<file path="config.mk">
export PLATFORM = sky130hd
export DESIGN_NAME = pipe_adder
export DESIGN_NICKNAME = d
export VERILOG_FILES = /design/src/rtl/pipe_adder_pkg.sv /design/src/rtl/adder_slice.sv /design/src/rtl/pipe_adder.sv
export SDC_FILE = /design/constraint.sdc
export NUM_CORES = 1
export LEC_CHECK = 0
export CORE_MARGIN = 4
export CORE_UTILIZATION = 49
export CTS_CLUSTER_SIZE = 10
export DETAILED_ROUTE_END_ITERATION = 6
export DONT_BUFFER_PORTS = 1
export GPL_TIMING_DRIVEN = 0
export PLACE_DENSITY = 0.65
export SETUP_SLACK_MARGIN = 0.05
export SYNTH_ARGS = -nofsm -noshare
export SYNTH_HDL_FRONTEND = slang
export SYNTH_SLANG_ARGS = --single-unit
</file>
<file path="constraint.sdc">
create_clock -name clk -period 3.45 [get_ports clk]
set_input_delay 0.1725 -clock clk [delete_from_list [all_inputs] [get_ports clk]]
set_output_delay 0.1725 -clock clk [all_outputs]
set_load 0.01 [all_outputs]
</file>
<file path="src/rtl/pipe_adder_pkg.sv">
// Shared constants and helpers for the pipelined ripple-slice adder.
// The slice width is derived once here so the top and any wrappers agree on it.
package pipe_adder_pkg;

    localparam int DEFAULT_WIDTH  = 32;
    localparam int DEFAULT_STAGES = 2;
    localparam int MIN_STAGES     = 1;
    localparam int MAX_STAGES     = 8;

    // Width of one carry slice; guarded so an illegal STAGES cannot divide by zero
    // before the elaboration check reports it.
    function automatic int slice_w(input int width, input int stages);
        return (stages > 0) ? (width / stages) : width;
    endfunction

    function automatic logic stages_legal(input int width, input int stages);
        return (stages >= MIN_STAGES) && (stages <= MAX_STAGES) && ((width % stages) == 0);
    endfunction

endpackage

</file>
<file path="src/rtl/adder_slice.sv">
// Combinational W-bit full adder used by each pipeline stage.
// Also reports the carry into its MSB so the last stage can form the overflow flag.
module adder_slice #(
    parameter int W = 16
) (
    input  logic [W-1:0] i_a,
    input  logic [W-1:0] i_b,
    input  logic         i_cin,
    output logic [W-1:0] o_sum,
    output logic         o_cout,
    output logic         o_cmsb
);

    logic [W:0] w_total;

    assign w_total = {1'b0, i_a} + {1'b0, i_b} + {{W{1'b0}}, i_cin};
    assign o_sum   = w_total[W-1:0];
    assign o_cout  = w_total[W];
    // Sum bit = a ^ b ^ carry_in, so the carry into the MSB falls out directly.
    assign o_cmsb  = i_a[W-1] ^ i_b[W-1] ^ w_total[W-1];

endmodule

</file>
<file path="src/rtl/pipe_adder.sv">
// Pipelined adder/subtractor: one equal-width carry slice per stage, carry registered between stages.
// A single global stall freezes every stage while a finished result waits for the consumer.
module pipe_adder
    import pipe_adder_pkg::*;
#(
    parameter int WIDTH  = DEFAULT_WIDTH,
    parameter int STAGES = DEFAULT_STAGES
) (
    input  logic             clk,
    input  logic             clear_n,
    input  logic             in_valid,
    output logic             in_ready,
    input  logic [WIDTH-1:0] a,
    input  logic [WIDTH-1:0] b,
    input  logic             sub,
    input  logic             cin,
    output logic             out_valid,
    input  logic             out_ready,
    output logic [WIDTH-1:0] sum,
    output logic             cout,
    output logic             ovf,
    output logic             zero
);

    localparam int SW = slice_w(WIDTH, STAGES);

    if (!stages_legal(WIDTH, STAGES)) begin : g_param_check
        $error("pipe_adder: STAGES must be in 1..8 and divide WIDTH exactly");
    end

    // Index 0 is the operand side; index k+1 is the register bank of stage k.
    logic             w_valid_pipe [STAGES+1];
    logic [WIDTH-1:0] w_sum_pipe   [STAGES+1];
    logic [WIDTH-1:0] w_a_pipe     [STAGES+1];
    logic [WIDTH-1:0] w_b_pipe     [STAGES+1];
    logic             w_carry_pipe [STAGES+1];
    logic             w_cmsb_pipe  [STAGES+1];
    logic             w_stall;

    assign w_valid_pipe[0] = in_valid;
    assign w_sum_pipe[0]   = '0;
    assign w_a_pipe[0]     = a;
    assign w_b_pipe[0]     = sub ? ~b : b;
    assign w_carry_pipe[0] = sub ? 1'b1 : cin;
    assign w_cmsb_pipe[0]  = 1'b0;

    assign w_stall   = w_valid_pipe[STAGES] & ~out_ready;
    assign in_ready  = ~w_stall;
    assign out_valid = w_valid_pipe[STAGES];

    for (genvar gi = 0; gi < STAGES; gi++) begin : g_stage
        localparam int LSB = gi * SW;
        // Slices already summed are dropped from the operand registers; they fold to constants.
        localparam logic [WIDTH-1:0] HIGH_MASK = {WIDTH{1'b1}} << ((gi + 1) * SW);

        logic [SW-1:0]    w_slice_sum;
        logic             w_slice_cout;
        logic             w_slice_cmsb;
        logic [WIDTH-1:0] w_sum_next;

        logic             r_valid;
        logic [WIDTH-1:0] r_sum;
        logic [WIDTH-1:0] r_a;
        logic [WIDTH-1:0] r_b;
        logic             r_carry;
        logic             r_cmsb;

        adder_slice #(
            .W(SW)
        ) u_slice (
            .i_a    (w_a_pipe[gi][LSB +: SW]),
            .i_b    (w_b_pipe[gi][LSB +: SW]),
            .i_cin  (w_carry_pipe[gi]),
            .o_sum  (w_slice_sum),
            .o_cout (w_slice_cout),
            .o_cmsb (w_slice_cmsb)
        );

        always_comb begin
            w_sum_next              = w_sum_pipe[gi];
            w_sum_next[LSB +: SW]   = w_slice_sum;
        end

        // Bubbles advance like real data; the output gating hides their contents.
        always_ff @(posedge clk or negedge clear_n) begin
            if (!clear_n) begin
                r_valid <= 1'b0;
                r_sum   <= '0;
                r_a     <= '0;
                r_b     <= '0;
                r_carry <= 1'b0;
                r_cmsb  <= 1'b0;
            end else if (!w_stall) begin
                r_valid <= w_valid_pipe[gi];
                r_sum   <= w_sum_next;
                r_a     <= w_a_pipe[gi] & HIGH_MASK;
                r_b     <= w_b_pipe[gi] & HIGH_MASK;
                r_carry <= w_slice_cout;
                r_cmsb  <= w_slice_cmsb;
            end
        end

        assign w_valid_pipe[gi+1] = r_valid;
        assign w_sum_pipe[gi+1]   = r_sum;
        assign w_a_pipe[gi+1]     = r_a;
        assign w_b_pipe[gi+1]     = r_b;
        assign w_carry_pipe[gi+1] = r_carry;
        assign w_cmsb_pipe[gi+1]  = r_cmsb;
    end

    always_comb begin
        sum  = '0;
        cout = 1'b0;
        ovf  = 1'b0;
        zero = 1'b0;
        if (out_valid) begin
            sum  = w_sum_pipe[STAGES];
            cout = w_carry_pipe[STAGES];
            ovf  = w_cmsb_pipe[STAGES] ^ w_carry_pipe[STAGES];
            zero = (w_sum_pipe[STAGES] == '0);
        end
    end

endmodule

</file>
After elaboration in Yosys (flattened, before gate mapping)
Index checks and enable logic that the tools add are counted.
{ "op_classes": {"n_eq_ne": 0, "shifts": 0, "n_mux": 6, "mul": 0, "div_mod_pow": 0, "reduce_logical": 1, "n_addsub": 4, "bitwise": 7, "n_lt_le_gt_ge": 0} }
{ "op_table": {"columns": ["operator", "count"], "rows": [
  ["32-bit two-way mux", 2],
  ["16-bit by 16-bit adder with 17-bit output", 2],
  ["17-bit by 1-bit adder with 17-bit output", 2],
  ["32-bit zero test", 1],
  ["32-bit NOT", 1],
  ["1-bit two-way mux", 4],
  ["1-bit XOR", 3],
  ["1-bit NOT", 2],
  ["1-bit AND", 1]
]} }
{ "totals": {"wordCells": 27, "rom_bits": 0, "inputBits": 70, "mem_bits_rw": 0, "latchBits": 0, "regBits": 85, "memories": 0} }

Logic depth before layout (Yosys ltp)
Gate-level depths: netlist (run 1).
{ "depth": {"ltp_word": 4, "depth_mapped": 12, "depth_no_buf": 10} }

Modules after synthesis
From an unflattened synthesis (run 1), not the netlist that was laid out.
{ "unflattened": {"hier_cells": 479, "hier_area_um2": 5535.3} }
{ "by_module_without_submodules": {"columns": ["mod", "area_each_um2", "instances", "cells_per_inst"], "rows": [
  ["pipe_adder", 3925.0, 1, 285],
  ["adder_slice at g_stage[0].u_slice", 859.6, 1, 101],
  ["adder_slice at g_stage[1].u_slice", 750.7, 1, 93]
]} }

Worst setup path after synthesis (run 1)
No wires, ideal clock.
{ "synth_path": {"path_type": "input -> register", "startpoint": "in sub", "endpoint": "reg g_stage[0].r_sum[15]", "required_time_ps": 3317, "setup_time_ps": 133, "stages": 10, "path_slack_ps": 436, "n_path_buf": 2, "t_arrival_ps": 2881, "cell_sequence": "clkbuf_1 > clkbuf_1 > xor2_1 > fa_1 > a21o_1 > and4_4 > or4_4 > a32o_2 > a2111oi_4 > a211oi_2"} }
{ "synth_between": {"elab_chain_len": 3, "word_cells_on_any_way": 4, "cone_classes": "2 x add/sub; 2 x mux"} }
{ "synth_rtl": {"columns": ["element", "line", "rtl"], "rows": [
  ["start, declared", "pipe_adder.sv:15", "input logic sub,"],
  ["32-bit two-way mux", "pipe_adder.sv:43", "assign w_b_pipe[0] = sub ? ~b : b;"],
  ["16-bit by 16-bit adder with 17-bit output", "adder_slice.sv:16", "assign w_total = {1'b0, i_a} + {1'b0, i_b} + {{W{1'b0}}, i_cin};"],
  ["17-bit by 1-bit adder with 17-bit output *", "adder_slice.sv:16", null],
  ["end signal, assigned", "pipe_adder.sv:95", "r_sum <= w_sum_next;"],
  ["end, declared", "pipe_adder.sv:62", "logic [WIDTH-1:0] r_sum;"]
]} }
Every way passes the cells marked *; elsewhere a longest branch is shown, timed or not.
A chain may end at the register's enable or synchronous reset.

Worst setup path after layout (run 1)
Ends and elaborated chain as after synthesis.

==> key figures, run 1 <==
Drt
  – Vias: 4298
  – TritonRoute pass-1 iters: 4
  – Detail Route Antenna Nets: 0
  – Drt via density: 5.57
  – Final wirelength: 13200 um
  – Drt drc: 0
  – DRC violation total after the first TritonRoute iteration: 254
  – WL/cell: 17.2 um

Clock network
  – Clk buf depth: 2
  – CTS Root Cell: clkbuf_8
  – CTS resizes: 0
  – Cts hold-fix bufs: 28
  – Num CTS Buffers: 9
  – Setup bufs post-CTS: 0
  – TritonCTS clock tree: yes
  – # clock sinks: 85
  – H-tree levels: 3
  – Clk_lat worst skew: 0.36 ns
  – Clock slew at reported path FFs: 0.09 ns

Layout
  – Diodes inserted: 0
  – Share of cells above drive strength 1: 0.0519
  – Most frequent cells in the layout: nand2_1 (152), dfrtp_1 (85), and2_1 (36)
  – Commonest non-fill, non-tap cell in the layout: nand2_1
  – Fill cells: 963
  – Fin area: 5860 um2
  – Area delta synth->final: 13.0%
  – Area of the multi-input gates: 2920 um2
  – Register area: 2130 um2
  – Fin util: 0.568
  – Final #Nets: 735

Pwr
  – Clock share of power: 0.207
  – Pint: 2.16 mW
  – Seq pwr share: 0.423
  – P_sw: 1.39 mW
  – Total power: 3.54 mW
  – Pwr/cell area: 604 nW/um2
  – Leak Pwr: 2.68 nW
  – Combinational power share: 0.370
  – Max VDD drop: 0.234 mV
  – Sw Ratio: 0.391

STA
  – Rel. slew slack: 0.466
  – Least-Margin Pin Slew: 0.801 ns
  – Slew Viols, Final: 0
  – Final setup fails: 0
  – Setup WS post-layout: 0.330 ns
  – Hold_ws: 0.0107 ns
  – Final Hold Fails: 0
  – Crit share post-route: 0.904
  – Max Clk Rate: 321 MHz
  – Clock Skews: 0.00673 ns
  – Min Tclk post-route: 3.12 ns
  – RSZ-0062 raised after global routing: no

Setup path
  – Worst Reg-to-Reg Cells: 8
  – Arrival @ worst endpoint: 3.35 ns
  – Most common cell on crit path: clkbuf_1
  – R2R Setup Slk: 0.81 ns
  – Max FO, Critical Path: 10
  – Worst setup EP type: flop
  – Slowest Stage Delay on Critical Path: 0.65 ns
  – Critical-path cell with the highest stage delay: clkbuf_1
  – Worst-path cell chain: clkbuf_1 -> clkbuf_1 -> xor2_1 -> fa_1 -> a21o_1 -> and4_4 -> or4_4 -> a32o_2 -> a2111oi_4 -> a211oi_2
  – Critical Path Sink: g_stage[0].r_sum[15]$_DFFE_PN0N_
  – Reg2Reg Launch Point: g_stage[0].r_a[16]$_DFFE_PN0N_
  – Worst r2r dst: g_stage[1].r_sum[24]$_DFFE_PN0N_
  – Crit path required time: 3.68 ns
  – CP Launch Type: input port
  – Crit path from: sub
  – Critical Setup Path Class: in -> reg

Yosys
  – Synth Warn #: 0
  – Number of synthesized flops with an enable pin: 0
  – Most used flip-flop cell after synthesis: dfrtp_1
  – Synth cell types: 60
  – Register area share after synthesis: 0.410
  – Synth Area per Inst: 8.77 um2
  – Netlist Area Pre-Place: 5190 um2
  – Cells after Synth: 592
  – Number of synthesized register bits: 85
  – Syn_nets: 696
  – Ys async rst share: 1.00

Global route
  – Pin count of the biggest net entering global routing: 86
  – GRT Util Overall: 0.216
  – Vias in the first global route: 4241
  – First-pass GRT wire length: 21500 um
  – Antenna violations before repair: 0
  – Remaining global-route overflow: 0

Outcome
  – Status: completed

Placement
  – Gpl congestion: 0.916
  – Setup WS pre-CTS: -0.0795 ns
  – Detailed placement HPWL: 10100 um
  – IO Port Bufs: 0
  – DP Area: 5360 um2

Die
  – Starting Density: 0.503
  – Die area: 12300 um2
  – I/O pin count: 107
  – DIE HEIGHT: 111 um
  – Core Area: 10300 um2
  – Std-Cell Rows: 37
  – Die W: 111 um

Min path
  – Hold WC Path Type: in -> reg
  – Hold depth: 2

Flow run
  – Max-cap violations: 0
==> critical path, delay by kind of cell <==
family | cells | cell delay [ns]
XOR/XNOR | 1 | 0.19
AO/OA/AOI/OAI | 4 | 0.88
AND/OR/NAND/NOR | 2 | 0.69
adder cells (fa/ha/maj) | 1 | 0.47
buffers and inverters | 2 | 0.94
==> synthesized netlist by cell type, types with 2 or more instances <==
| master | n | share of area |
|---|---|---|
| ha_1 | 30 | 0.072 |
| dfrtp_1 | 85 | 0.41 |
| o211ai_1 | 2 | 0.0029 |
| a211oi_1 | 6 | 0.0087 |
| nand2_1 | 152 | 0.11 |
| and3_1 | 3 | 0.0036 |
| fa_1 | 4 | 0.015 |
| buf_1 | 4 | 0.0029 |
| o31ai_1 | 5 | 0.0072 |
| and2_1 | 36 | 0.043 |
| buf_2 | 5 | 0.0048 |
| or3_1 | 3 | 0.0036 |
| nor4_1 | 11 | 0.013 |
| clkbuf_1 | 20 | 0.014 |
| a21o_1 | 17 | 0.025 |
| a31oi_1 | 4 | 0.0048 |
| o21ai_1 | 24 | 0.023 |
| xnor2_1 | 25 | 0.042 |
| a21oi_1 | 29 | 0.028 |
| o21ai_0 | 14 | 0.013 |
| nand4_1 | 5 | 0.0060 |
| nand3_1 | 4 | 0.0039 |
| inv_1 | 6 | 0.0043 |
| nor3_1 | 5 | 0.0048 |
| nor2_1 | 26 | 0.019 |
| o21a_1 | 6 | 0.0087 |
| nand2b_1 | 5 | 0.0060 |
| xor2_1 | 24 | 0.040 |
==> routing by layer <==
layer  vias up  wire, um  track usage
li1       2110         -            -
met1      2061      6330        0.299
met4         0       231       0.0616
met2       112      5950        0.341
met3        15       734       0.0464
met5         -         0            0
==> stage by stage <==
step                std cells  setup TNS (ns)
finish                    772               0
floorplan                 592               0
global placement          728         -0.0445
detailed placement        728         -0.0795
global route              772               0
CTS                       772               0
==> flip-flops by register name (all words and copies together) (netlist names) <==
signal           flops
g_stage.r_sum       48
out_valid            1
g_stage.r_a         16
g_stage.r_cmsb       1
g_stage.r_b         16
g_stage.r_carry      2
g_stage.r_valid      1
==> power by group through the flow <==
stage / clock network (mW) / logic [mW] / registers [mW]
floorplan: 0 / 1.00 / 1.43
global placement: 0 / 1.23 / 1.50
detailed placement: 0 / 1.25 / 1.52
CTS: 0.747 / 1.31 / 1.50
global route: 0.786 / 1.46 / 1.54
finish: 0.733 / 1.31 / 1.50
==> worst min-delay path by stage <==
stage	from	end	slack [ns]
finish	b[28]	g_stage[0].r_b[28]$_DFFE_PN0N_	0.01
global route	b[25]	g_stage[0].r_b[25]$_DFFE_PN0N_	0.01
CTS	b[28]	g_stage[0].r_b[28]$_DFFE_PN0N_	0.0009
detailed placement	clear_n	g_stage[0].r_a[28]$_DFFE_PN0N_	-0.12
global placement	clear_n	g_stage[0].r_a[30]$_DFFE_PN0N_	-0.12
floorplan	clear_n	g_stage[0].r_a[16]$_DFFE_PN0N_	-0.12
==> layout make-up <==
| cell class | instances | area share |
|---|---|---|
| clock buffer | 9 | 0.0211 |
| timing repair buffer | 28 | 0.0508 |
| buffer | 29 | 0.0196 |
| inverter | 7 | 0.00448 |
| sequential | 85 | 0.363 |
| tap | 136 | 0.0290 |
| multi-input combinational | 471 | 0.498 |
| clock inverter | 7 | 0.0139 |
==> logic make-up (layout without fill, tap and decap cells) <==
logic type / Yosys count / after routing / share of synthesized area
AOI/OAI and AO/OA: 126 / 126 / 0.160
xor gates and xnor gates: 49 / 49 / 0.0827
adders and majority gates: 34 / 34 / 0.0877
buffers and inverters: 36 / 80 / 0.0272
DFF: 85 / 85 / 0.410
muxes: 1 / 1 / 0.00193
and+or+nand+nor: 261 / 261 / 0.230
Power figures use the tool's default switching activity.
==> run 2: changes to the inputs <==
ABC_AREA = 1   (was unset)
==> run 2 against run 1 <==
Net effect: register-to-register slack gained 0.39 ns; hold slack gained 0.0095 ns; critical path type is now reg -> reg; largest cell class unchanged; design area grew 9.3%; non-clock buffer count shrank 12; area after synthesis grew 9.9%; via count grew 17%; critical path depth is the same; clock power grew 42%; utilization shrank 0.69 points; sequential power is essentially flat; final cell count grew 29%; first-iteration DRC count grew 27%.
==> key figures, run 2 <==
Yosys
  – Ys async rst share: 1.00 (unchanged)
  – XOR/XNOR Fraction of Synth Area: 0.0629 (-0.0197)
  – Register area share after synthesis: 0.373 (-0.0369)
  – Most used flip-flop cell after synthesis: dfrtp_1
  – Leading area contributor after synthesis: dfrtp_1
  – Syn_nets: 923 (+33%)
  – Dominant cells by area after synthesis: dfrtp_1 (37%), nand2_1 (23%), inv_1 (8.0%), ha_1 (6.6%), xnor2_1 (3.5%)
  – Largest family of logic cells by synthesized area: simple AND/OR/NAND/NOR gates
  – Count leader, synth: nand2_1
  – Number of synthesized register bits: 85 (unchanged)
  – Post-synth top area share: 0.373 (-0.0369)
  – Synth Area per Inst: 6.97 um2 (-21%)
  – Synth cell types: 31 (-48%)
  – Synth Area in Compound Gates: 0.0546 (-0.106)
  – Netlist Area Pre-Place: 5710 um2 (+9.9%)
  – Cells after Synth: 819 (+38%)
  – Post-synthesis mux area share: 0 (-0.00193)
  – Number of synthesized flops with an enable pin: 0 (unchanged)
  – Synth Area in Adders: 0.0798 (-0.00791)
  – Synth top cells by count: nand2_1 (347), inv_1 (121), dfrtp_1 (85), nand3_1 (37), o21ai_0 (36)
  – Synth Warn #: 0 (unchanged)
  – Simple-gate share of the synthesized area: 0.321 (+0.0909)

Setup path
  – Worst-path cell chain: fa_1 -> fa_1 -> nand3_1 -> nand3_1 -> nand3_1 -> nand3_1 -> nand2_1 -> nand2_1 -> nand2_1 -> nand2_1
  – Worst setup EP type: flop
  – Buffers & Inverters on Critical Path: 0 (-2)
  – Arrival @ worst endpoint: 2.48 ns (-0.87 ns)
  – Max FO, Critical Path: 4 (-6)
  – Critical Setup Path Class: reg -> reg
  – CP Launch Type: flop
  – Cell family with most CP delay: adder cells
  – Critical-path cell with the highest stage delay: fa_1
  – Crit path required time: 3.68 ns (about the same)
  – Slowest Stage Delay on Critical Path: 0.48 ns (-0.17 ns)

Layout
  – Max FFs per register: 48 (unchanged)
  – Diodes inserted: 0 (unchanged)
  – Largest regs: g_stage.r_sum (48), g_stage.r_a (16), g_stage.r_b (16)
  – Fill cells: 1125 (+17%)
  – Most frequent cells in the layout: nand2_1 (347), inv_1 (121), dfrtp_1 (85)
  – Final #Nets: 953 (+30%)
  – Non-Filler Instances: 996 (+29%)
  – Biggest register: g_stage.r_sum
  – Commonest non-fill, non-tap cell in the layout: nand2_1
  – Area delta synth->final: 12.3%
  – Share of cells above drive strength 1: 0.0563 (+0.00439)
  – Fin util: 0.561 (-0.00691)

Placement
  – Detailed placement HPWL: 11100 um (+10%)
  – Setup WS pre-CTS: 1.00 ns (+1.08 ns)
  – Cells after DPL: 962 (+32%)
  – Gpl congestion: 0.859 (-6.3%)
  – IO Port Bufs: 0 (unchanged)

Drt
  – Drt drc: 0 (unchanged)
  – Detail Route Antenna Nets: 0 (unchanged)
  – Drt via density: 5.06 (-9.2%)
  – WL/cell: 14.7 um (-15%)
  – DRC violation total after the first TritonRoute iteration: 322 (+27%)
  – Vias: 5037 (+17%)
  – TritonRoute pass-1 iters: 5 (+1)
  – Final wirelength: 14600 um (+10%)

Die
  – Starting Density: 0.500 (-0.00318)
  – DIE HEIGHT: 116 um (+4.5%)
  – Std-Cell Rows: 39 (+5.4%)
  – I/O pin count: 107 (unchanged)
  – Core Area: 11400 um2 (+11%)
  – Die W: 116 um (+4.5%)
  – Die area: 13400 um2 (+9.2%)

Global route
  – Remaining global-route overflow: 0 (unchanged)
  – Pin count of the biggest net entering global routing: 86 (unchanged)
  – GRT met1 Usage: 0.329 (+0.0297)
  – GR Util met3: 0.0454 (-0.000967)
  – Vias in the first global route: 4753 (+12%)
  – Antenna violations before repair: 0 (unchanged)
  – GRT Util Overall: 0.227 (+0.0118)
  – Global-route layer with the greatest usage: met2
  – First-pass GRT wire length: 23600 um (+9.7%)
  – GR met2 Demand/Resource: 0.346 (+0.00536)

STA
  – Final setup fails: 0 (unchanged)
  – Clock Skews: 0.0106 ns (+0.00386 ns)
  – RSZ-0062 raised after global routing: no
  – Min Tclk post-route: 2.25 ns (-0.872 ns)
  – Crit share post-route: 0.651 (-0.253)
  – Least-Margin Pin Slew: 0.574 ns (-0.227 ns)
  – Rel. slew slack: 0.617 (+0.151)
  – Setup WS post-layout: 1.20 ns (+0.872 ns)
  – Final Hold Fails: 0 (unchanged)
  – Slew Viols, Final: 0 (unchanged)
  – Max Clk Rate: 445 MHz (+39%)
  – Fin Setup TNS: 0 ns (unchanged)

Clock network
  – CTS Root Cell: clkbuf_16
  – TritonCTS clock tree: yes
  – # clock sinks: 85 (unchanged)
  – CTS resizes: 0 (unchanged)
  – H-tree levels: 3 (unchanged)
  – Clock slew at reported path FFs: 0.06 ns (-0.03 ns)
  – Setup bufs post-CTS: 0 (unchanged)
  – Clk_lat worst skew: 0.35 ns (about the same)
  – Num CTS Buffers: 9 (unchanged)
  – Clk buf depth: 2 (unchanged)

Pwr
  – Max VDD drop: 0.651 mV (+180%)
  – Leak Pwr: 3.63 nW (+35%)
  – Total power: 3.90 mW (+10%)
  – Pwr/cell area: 608 nW/um2 (+0.71%)

Flow run
  – Max-cap violations: 0 (unchanged)

Min path
  – Hold WC Path Type: in -> reg

Outcome
  – Status: completed
[run 2: cell count changes in the layout (fill, tap and decap cells not counted), sizes merged, moves of 7 or more]
cell,delta
nand2,+198
buf,+11
dlygate4sd3,-9
nand3,+36
a21o,-17
nor4,-7
a21oi,-10
inv,+113
clkbuf,-12
and2,-36
[run 2: path summary, 6_finish.rpt]
check	from	endpoint	slack [ns]	cells after the start
worst max-delay path	g_stage[0].r_a[16]$_DFFE_PN0N_	g_stage[1].r_carry$_DFFE_PN0N_	1.20	10
worst min-delay path	b[25]	g_stage[0].r_b[25]$_DFFE_PN0N_	0.02	2
worst max register to register	g_stage[0].r_a[16]$_DFFE_PN0N_	g_stage[1].r_carry$_DFFE_PN0N_	1.20	10
worst min register to register	g_stage[0].r_sum[8]$_DFFE_PN0N_	g_stage[1].r_sum[8]$_DFFE_PN0N_	0.47	2
max in group asynchronous	clear_n	g_stage[0].r_a[27]$_DFFE_PN0N_	2.65	2
min in group asynchronous	clear_n	g_stage[0].r_b[25]$_DFFE_PN0N_	0.42	2
[run 2: worst register-to-register path, cell delays in order, from the launching register on]
cell and delay, ns:
dfrtp_1 0.40, fa_1 0.48, fa_1 0.46, nand3_1 0.11, nand3_1 0.16, nand3_1 0.17, nand3_1 0.11, nand2_1 0.08
nand2_1 0.05, nand2_1 0.06, nand2_1 0.06
[run 2: per-layer routing]
metal | routed length, um | share of wire
met3 | 729 | 0.050
met4 | 223 | 0.015
met5 | 0 | 0
met1 | 7130 | 0.49
met2 | 6530 | 0.45
[run 2: timing repair]
action                                 in CTS  in global routing
hold buffers                               19                  0
endpoints found under the hold margin     102                  0
setup endpoints to repair                   0                  0
[run 2: cells by family after synthesis]
family,after synthesis
AND/OR/NAND/NOR,449
buffers and inverters,149
XOR/XNOR,41
adder cells (fa/ha/maj),34
flip-flops,85
AO/OA/AOI/OAI,61
[run 2: per-stage QoR]
step	hold slack (ns)	area, um2
2_1_floorplan	-0.123	5710
3_3_place_gp	-0.120	5880
3_5_place_dp	-0.119	5880
4_1_cts	0.0143	6410
5_1_grt	0.0270	6410
6_report	0.0202	6410
[run 2: final cells by class]
class / count / area [um2] / area share
Clock inverter: 4 / 72.6 / 0.0113
Inverter: 123 / 462 / 0.0721
Clock buffer: 11 / 243 / 0.0379
Timing Repair Buffer: 19 / 208 / 0.0324
Sequential cell: 85 / 2130 / 0.332
Multi-Input combinational cell: 585 / 2960 / 0.462
Tap cell: 143 / 179 / 0.0279
Buffer: 26 / 158 / 0.0246
[run 2: power breakdown]
part | internal (mW) | total [mW] | switching (mW) | leakage (nW)
Combinational | 0.493 | 1.39 | 0.900 | 2.46
Clock | 0.649 | 1.04 | 0.387 | 0.152
Sequential | 1.27 | 1.47 | 0.200 | 1.02
